`config.mk`:
```
export PLATFORM = sky130hd
export DESIGN_NAME = gerador_borda
export DESIGN_NICKNAME = d
export VERILOG_FILES = /design/src/rtl/gerador_borda.sv
export SDC_FILE = /design/constraint.sdc
export NUM_CORES = 1
export LEC_CHECK = 0
export ABC_AREA = 1
export CORE_AREA = 2 2 39 41
export CTS_CLUSTER_SIZE = 10
export DETAILED_ROUTE_END_ITERATION = 8
export DIE_AREA = 0 0 41 43
export PLACE_DENSITY = 0.68
export SYNTH_ARGS = -nofsm -noshare
export SYNTH_HDL_FRONTEND = slang
export SYNTH_SLANG_ARGS = --single-unit
export TNS_END_PERCENT = 1
```
`constraint.sdc`:
```
create_clock -name clk -period 1.4 [get_ports clk]
set_input_delay 0.14 -clock clk [delete_from_list [all_inputs] [get_ports clk]]
set_output_delay 0.14 -clock clk [all_outputs]
set_load 0.02 [all_outputs]
```
`src/rtl/gerador_borda.sv`:
```
// Edge generator: turns a command stream into a clean single-bit waveform with a
// guaranteed dwell after every transition, flagging each edge it creates on borda.
module gerador_borda #(
   parameter int HOLD_CYCLES  = 4,
   parameter int PULSE_CYCLES = 2
) (
   input  logic       clk,
   input  logic       rst,
   input  logic       cmd_valid,
   output logic       cmd_ready,
   input  logic [1:0] cmd,
   output logic       sinal,
   output logic [1:0] borda,
   output logic       busy
);

   localparam int MAX_CYCLES = (HOLD_CYCLES > PULSE_CYCLES) ? HOLD_CYCLES : PULSE_CYCLES;
   localparam int CW         = $clog2(MAX_CYCLES + 1);

   localparam logic [CW-1:0] HOLD_LOAD  = CW'(HOLD_CYCLES - 1);
   localparam logic [CW-1:0] PULSE_LOAD = CW'(PULSE_CYCLES - 1);

   localparam logic [1:0] EDGE_NONE = 2'b00;
   localparam logic [1:0] EDGE_RISE = 2'b01;
   localparam logic [1:0] EDGE_FALL = 2'b10;

   typedef enum logic [1:0] {
      IDLE,
      PULSE,
      HOLD
   } state_t;

   state_t          state;
   logic   [CW-1:0] count;
   logic            accept;

   assign cmd_ready = !rst && (state == IDLE);
   assign busy      = (state != IDLE);
   assign accept    = cmd_valid && cmd_ready;

   // Every transition, including the pulse restore, enters HOLD so the line always
   // dwells before the next command; borda defaults to none and is set only on a change.
   always_ff @(posedge clk or posedge rst) begin
      if (rst) begin
         state <= IDLE;
         count <= '0;
         sinal <= 1'b0;
         borda <= EDGE_NONE;
      end else begin
         borda <= EDGE_NONE;
         case (state)
            IDLE: begin
               if (accept) begin
                  case (cmd)
                     2'b01: begin
                        if (!sinal) begin
                           sinal <= 1'b1;
                           borda <= EDGE_RISE;
                           state <= HOLD;
                           count <= HOLD_LOAD;
                        end
                     end
                     2'b10: begin
                        if (sinal) begin
                           sinal <= 1'b0;
                           borda <= EDGE_FALL;
                           state <= HOLD;
                           count <= HOLD_LOAD;
                        end
                     end
                     2'b11: begin
                        sinal <= ~sinal;
                        borda <= sinal ? EDGE_FALL : EDGE_RISE;
                        state <= PULSE;
                        count <= PULSE_LOAD;
                     end
                     default: begin
                     end
                  endcase
               end
            end
            PULSE: begin
               if (count == '0) begin
                  sinal <= ~sinal;
                  borda <= sinal ? EDGE_FALL : EDGE_RISE;
                  state <= HOLD;
                  count <= HOLD_LOAD;
               end else begin
                  count <= count - CW'(1);
               end
            end
            HOLD: begin
               if (count == '0) begin
                  state <= IDLE;
               end else begin
                  count <= count - CW'(1);
               end
            end
            default: begin
               state <= IDLE;
               count <= '0;
            end
         endcase
      end
   end

endmodule

```
==> results of run 1 <==
[metrics by stage]
stage / instance area [µm²] / setup slack, ns / TNS (ns) / cells / power, mW
after floorplan: 629 / 0.164 / 0 / 93 / 1.13
after global placement: 852 / -0.157 / -0.918 / 133 / 1.57
after detailed placement: 852 / -0.195 / -1.16 / 133 / 1.60
after CTS: 871 / 0.0106 / 0 / 136 / 1.75
after global routing: 880 / -0.0264 / -0.0615 / 136 / 1.98
final: 880 / 0.0685 / 0 / 136 / 1.80
[what timing repair did]
item / 4_1_cts / 5_1_grt
gates resized for setup: 3 / 6
setup endpoints to repair: 3 / 7
pin swaps: 0 / 0
gates cloned: 0 / 0
[kinds of logic after synthesis]
logic type	Yosys count	share of synthesized area, %
compound gates	11	11.3
simple gates	51	34.0
flops	8	31.8
xor+xnor	1	1.39
buf+inv	16	9.54
fa+ha+maj	6	11.9
[registers in the layout, indices dropped and copies added, names as in the netlist]
signal / count
sinal: 1
count: 3
state: 2
borda: 2
[cell usage after synthesis]
| library cell | instances | area share, % |
|---|---|---|
| o21bai_1 | 3 | 3.6 |
| or2_2 | 1 | 0.99 |
| ha_1 | 6 | 12 |
| nor3_1 | 1 | 0.79 |
| inv_1 | 16 | 9.5 |
| nand2_1 | 30 | 18 |
| nor2_2 | 2 | 2.0 |
| dfrtp_1 | 8 | 32 |
| o31ai_1 | 2 | 2.4 |
| o21ai_0 | 4 | 3.2 |
| nor2_1 | 8 | 4.8 |
| xor2_1 | 1 | 1.4 |
| nand2_2 | 2 | 2.0 |
| nand3_1 | 7 | 5.6 |
| a21oi_1 | 1 | 0.79 |
| o21ai_2 | 1 | 1.4 |
[power by group]
part / switching, mW / total [mW] / internal, mW / leakage [nW]
clock: 0.0845 / 0.183 / 0.0985 / 0.0138
combinational: 0.718 / 1.23 / 0.509 / 0.382
sequential: 0.0603 / 0.385 / 0.324 / 0.103
total: 0.863 / 1.80 / 0.932 / 0.499
[worst min path at each step]
stage / to
after CTS: state[1]
final: state[0]
after global placement: borda[1]
after global routing: state[1]
after floorplan: borda[0]
after detailed placement: sinal
[layout by cell type (no fill, tap or decap), drive strengths merged]
| cell type | n |
|---|---|
| a21oi | 1 |
| buf | 15 |
| clkbuf | 4 |
| clkdlybuf4s50 | 6 |
| dfrtp | 8 |
| dlygate4sd2 | 2 |
| ha | 6 |
| inv | 16 |
| nand2 | 32 |
| nand3 | 7 |
| nor2 | 10 |
| nor3 | 1 |
| o21ai | 5 |
| o21bai | 3 |
| o31ai | 2 |
| or2 | 1 |
| xor2 | 1 |
[per-layer routing]
metal	wire (µm)	part of all wire, %	GRT usage (%)	vias up
li1	-	-	-	345
met1	616	43	26.8	300
met2	724	51	29.1	14
met3	48	3.4	4.71	5
met4	38	2.7	12.0	0
met5	0	0	0	-
[worst max-delay path: cells and delay by family, from the launching register on]
kind,cells,cell delay (ns)
DFF,1,0.38
and+or+nand+nor,6,0.69
buffers and inverters,1,0.15
[cell type report]
type | count | area, µm² | share of cell area, %
Inverter | 16 | 60.1 | 6.83
Multi-Input combinational cell | 69 | 382 | 43.4
Sequential cell | 8 | 200 | 22.8
Clock buffer | 3 | 22.5 | 2.56
Timing Repair Buffer | 24 | 195 | 22.2
Tap cell | 16 | 20.0 | 2.28
==> run_results.csv, run 1 <==
group,metric,value,unit
worst_setup_path,endpoint_kind,"register",
logic_synthesis,synth_area,629,µm²
floorplanning,die_area,0.00176,mm²
drt,drt-vias-per-instance,4.88,
logic_synthesis,synth_warnings,0,
timing,fin_crit,1.33,ns
worst_setup_path,required,1.55,ns
clock_tree,cts_htree_levels,1,
global_routing,gr-total-overflow,0,
worst_setup_path,slowest_stage,"dfrtp_1",
timing,setup_viol,0,
logic_synthesis,synth_nets,104,
worst_setup_path,reg2reg_slack,0.07,ns
finish,diodes,0,
worst_setup_path,timing.rr.end,"count[1]",
finish,fillers,140,
worst_hold_path,hp-class,"in -> async",
timing,fmax,751,MHz
finish,syn2layout_area_growth,39.8,%
worst_setup_path,critPathMaxFanout,5,
timing,relSlewSlack,77.6,%
clock_tree,postCtsSetupRepairBufs,0,
timing,drv_slew,0,
logic_synthesis,synth.lib_cells_used.distinct,16,
worst_setup_path,cp-endpoint,"count[1]",
drt,drt-initial-drc-count,16,
worst_setup_path,r2r_cells,7,
worst_setup_path,critPathKind,"reg -> reg",
global_routing,grt_max_degree,9,
placed_design,port-buffer-count,9,
drt,vias,664,
worst_setup_path,crit_path_start,"state[1]",
global_routing,grt_use_total,20.4,%
timing,hold_viol,0,
clock_tree,cts-root-buf,"clkbuf_4",
floorplanning,rows,14,
worst_setup_path,crit_path_start_kind,"register",
clock_tree,path_clk_slew,0.06,ns
worst_setup_path,cp_cell_sequence,"buf_4, nor2_2, nand3_1, nand2_2, nor2_2, nand2_1, nand2_1",
timing,rsz0062_at_grt,"true",
floorplanning,core-area,0.00138,mm²
logic_synthesis,netlist_instances,93,
worst_setup_path,max_stage_delay,0.38,ns
logic_synthesis,syn_area_per_cell,6.77,µm²
worst_setup_path,cp.arrival,1.48,ns
floorplanning,start_util,45.5,%
clock_tree,cts_tree,"yes",
logic_synthesis,ys_seq_area_share,31.8,%
power,ir_worst_vdd,0.931,mV
placed_design,place.gp.congestion,0.860,
global_routing,grt_pass1_vias,582,
floorplanning,ios,10,
clock_tree,cts-hold-fix-buffers,0,
timing,period_share,95.1,%
outcome,outcome,"finished, final reports clean",
drt,drc_errors,0,
power,power_density,2040,mW/mm²
finish,drive_gt1_share,21.7,%
floorplanning,die_x,41,µm
worst_setup_path,regToRegStartpoint,"state[1]",
finish,final_util,63.6,%
drt,detail_route.wl_per_cell,10.5,µm
drt,wirelength,1430,µm
floorplanning,die_h,43,µm
clock_tree,clkLatencyLatePin,0.26,ns
global_routing,grt_pass1_wl,2370,µm
timing,tightest_slew,0.334,ns
timing,holdWs,0.339,ns
power,leakagePower,0.499,nW
timing,fin_skew,0.00228,ns
clock_tree,cts_buffers,3,
logic_synthesis,ys_ff_latch,8,
placed_design,hpwlAfterDp,1160,µm
drt,firstDrtPassIters,4,
job,cap_violations,0,
drt,ant_nets,0,
clock_tree,clock_path_buffers,2,
finish,layout.nets,133,
global_routing,antenna_found_initial,0,
clock_tree,cts_sinks,8,
Power figures use the tool's default switching activity.
==> inputs of run 2 (changes only) <==
CORE_AREA = 2 2 43 45   (was 2 2 39 41)
CTS_CLUSTER_DIAMETER = 30   (was default)
DIE_AREA = 0 0 45 47   (was 0 0 41 43)
PLACE_DENSITY = 0.56   (was 0.68)
==> run_results.csv, run 2 (synthesis gave the netlist of run 1 again) <==
group,metric,value,unit
floorplanning,core-area,0.00165,mm²
worst_setup_path,slowest_stage,"clkdlybuf4s50_1",
worst_setup_path,endpoint_kind,"primary output",
global_routing,grt_pass1_wl,2390,µm
clock_tree,postCtsSetupRepairBufs,0,
worst_setup_path,cp.arrival,1.19,ns
finish,layout.nets,132,
drt,ant_nets,0,
global_routing,antenna_found_initial,0,
clock_tree,clock_path_buffers,2,
clock_tree,cts_buffers,3,
worst_setup_path,max_stage_delay,0.59,ns
finish,layout_common_cells,"nand2_1 (30), inv_1 (16), buf_4 (14)",
floorplanning,die_area,0.00212,mm²
finish,largest_reg_flops,3,
worst_setup_path,critPathKind,"reg -> out",
clock_tree,cts_sinks,8,
clock_tree,path_clk_slew,0.07,ns
finish,fillers,182,
drt,drc_errors,0,
floorplanning,die_h,47,µm
power,leakagePower,0.502,nW
worst_hold_path,hp-class,"in -> async",
outcome,outcome,"finished, final reports clean",
global_routing,grt_pass1_vias,586,
timing,drv_slew,0,
clock_tree,cts_tree,"yes",
power,power_density,2030,mW/mm²
finish,largest-register,"count",
timing,period_share,94.7,%
timing,fin_skew,0.0214,ns
timing,rsz0062_at_grt,"true",
finish,final_common_cell,"nand2_1",
power,ir_worst_vdd,0.770,mV
floorplanning,rows,15,
global_routing,gr-total-overflow,0,
floorplanning,die_x,45,µm
worst_setup_path,path_buf_inv,1,
timing,tns,0,ns
finish,reg_top3,"count x3, borda x2, state x2",
drt,detail_route.wl_per_cell,10.3,µm
floorplanning,start_util,38.1,%
timing,fin_crit,1.33,ns
finish,multi_input_area,379,µm²
drt,firstDrtPassIters,4,
worst_setup_path,r2r_cells,7,
global_routing,grt_use_total,16.1,%
drt,drt-vias-per-instance,4.74,
worst_setup_path,required,1.26,ns
floorplanning,ios,10,
clock_tree,clkLatencyLatePin,0.27,ns
placed_design,hpwlAfterDp,1140,µm
worst_setup_path,reg2reg_slack,0.12,ns
worst_setup_path,cpLargestDelayFamily,"buffers and inverters",
placed_design,port-buffer-count,9,
finish,seq_area,200,µm²
clock_tree,cts_htree_levels,1,
drt,drt-initial-drc-count,9,
finish,drive_gt1_share,21.8,%
global_routing,grt_max_degree,9,
timing,tightest_slew,0.329,ns
clock_tree,cts-root-buf,"clkbuf_4",
drt,wirelength,1400,µm
timing,relSlewSlack,78.0,%
placed_design,placed_cells,133,
worst_setup_path,crit_path_start_kind,"register",
drt,vias,645,
job,cap_violations,0,
finish,diodes,0,
timing,fmax,754,MHz
finish,stdcell_count,136,
worst_setup_path,path_depth,1,
worst_setup_path,critPathMaxFanout,1,
timing,setup_viol,0,
timing,hold_viol,0,
finish,syn2layout_area_growth,38.8,%
placed_design,place.gp.congestion,0.794,
clock_tree,cts-hold-fix-buffers,0,
worst_setup_path,cp_cell_sequence,"clkdlybuf4s50_1",
[run 2: layout make-up]
type                       count  share of cell area, %
clock buffer                   3                   2.58
sequential                     8                   22.9
multi-input combinational     69                   43.4
timing repair buffer          23                   21.8
tap                           17                   2.44
inverter                      16                   6.88
[run 2: worst paths after layout]
check / start / end
worst max-delay path: borda[0] / borda[0]
worst min register to register: sinal / sinal
worst max register to register: state[1] / count[0]
min in group clk: cmd[0] / borda[0]
max in group asynchronous: rst / borda[1]
worst min-delay path: rst / state[0]
[run 2: repair_timing]
action,CTS,global route
pin swaps,0,1
gates resized for setup,5,6
endpoints found under the setup margin,3,7
[run 2: stage by stage]
step	hold slack [ns]	utilization [%]	power (mW)	setup WS (ns)	cell area, µm²
floorplan	-0.0360	-	1.13	0.164	629
global placement	0.594	51.2	1.59	-0.175	846
detailed placement	0.593	51.2	1.59	-0.204	846
CTS	0.308	52.5	1.77	0.0356	867
global route	0.360	52.9	1.96	-0.0120	873
finish	0.310	52.9	1.78	0.0737	873
[run 2: power breakdown]
group / switching, mW / internal (mW) / total, mW
registers: 0.0532 / 0.324 / 0.377
clock network: 0.0915 / 0.0986 / 0.190
logic: 0.705 / 0.504 / 1.21
[run 2: layer usage]
layer  global-route usage (%)  wire length [µm]
met2                     26.6               670
met1                     19.5               658
met3                     3.46                35
met5                        0                 0
met4                     8.82                31
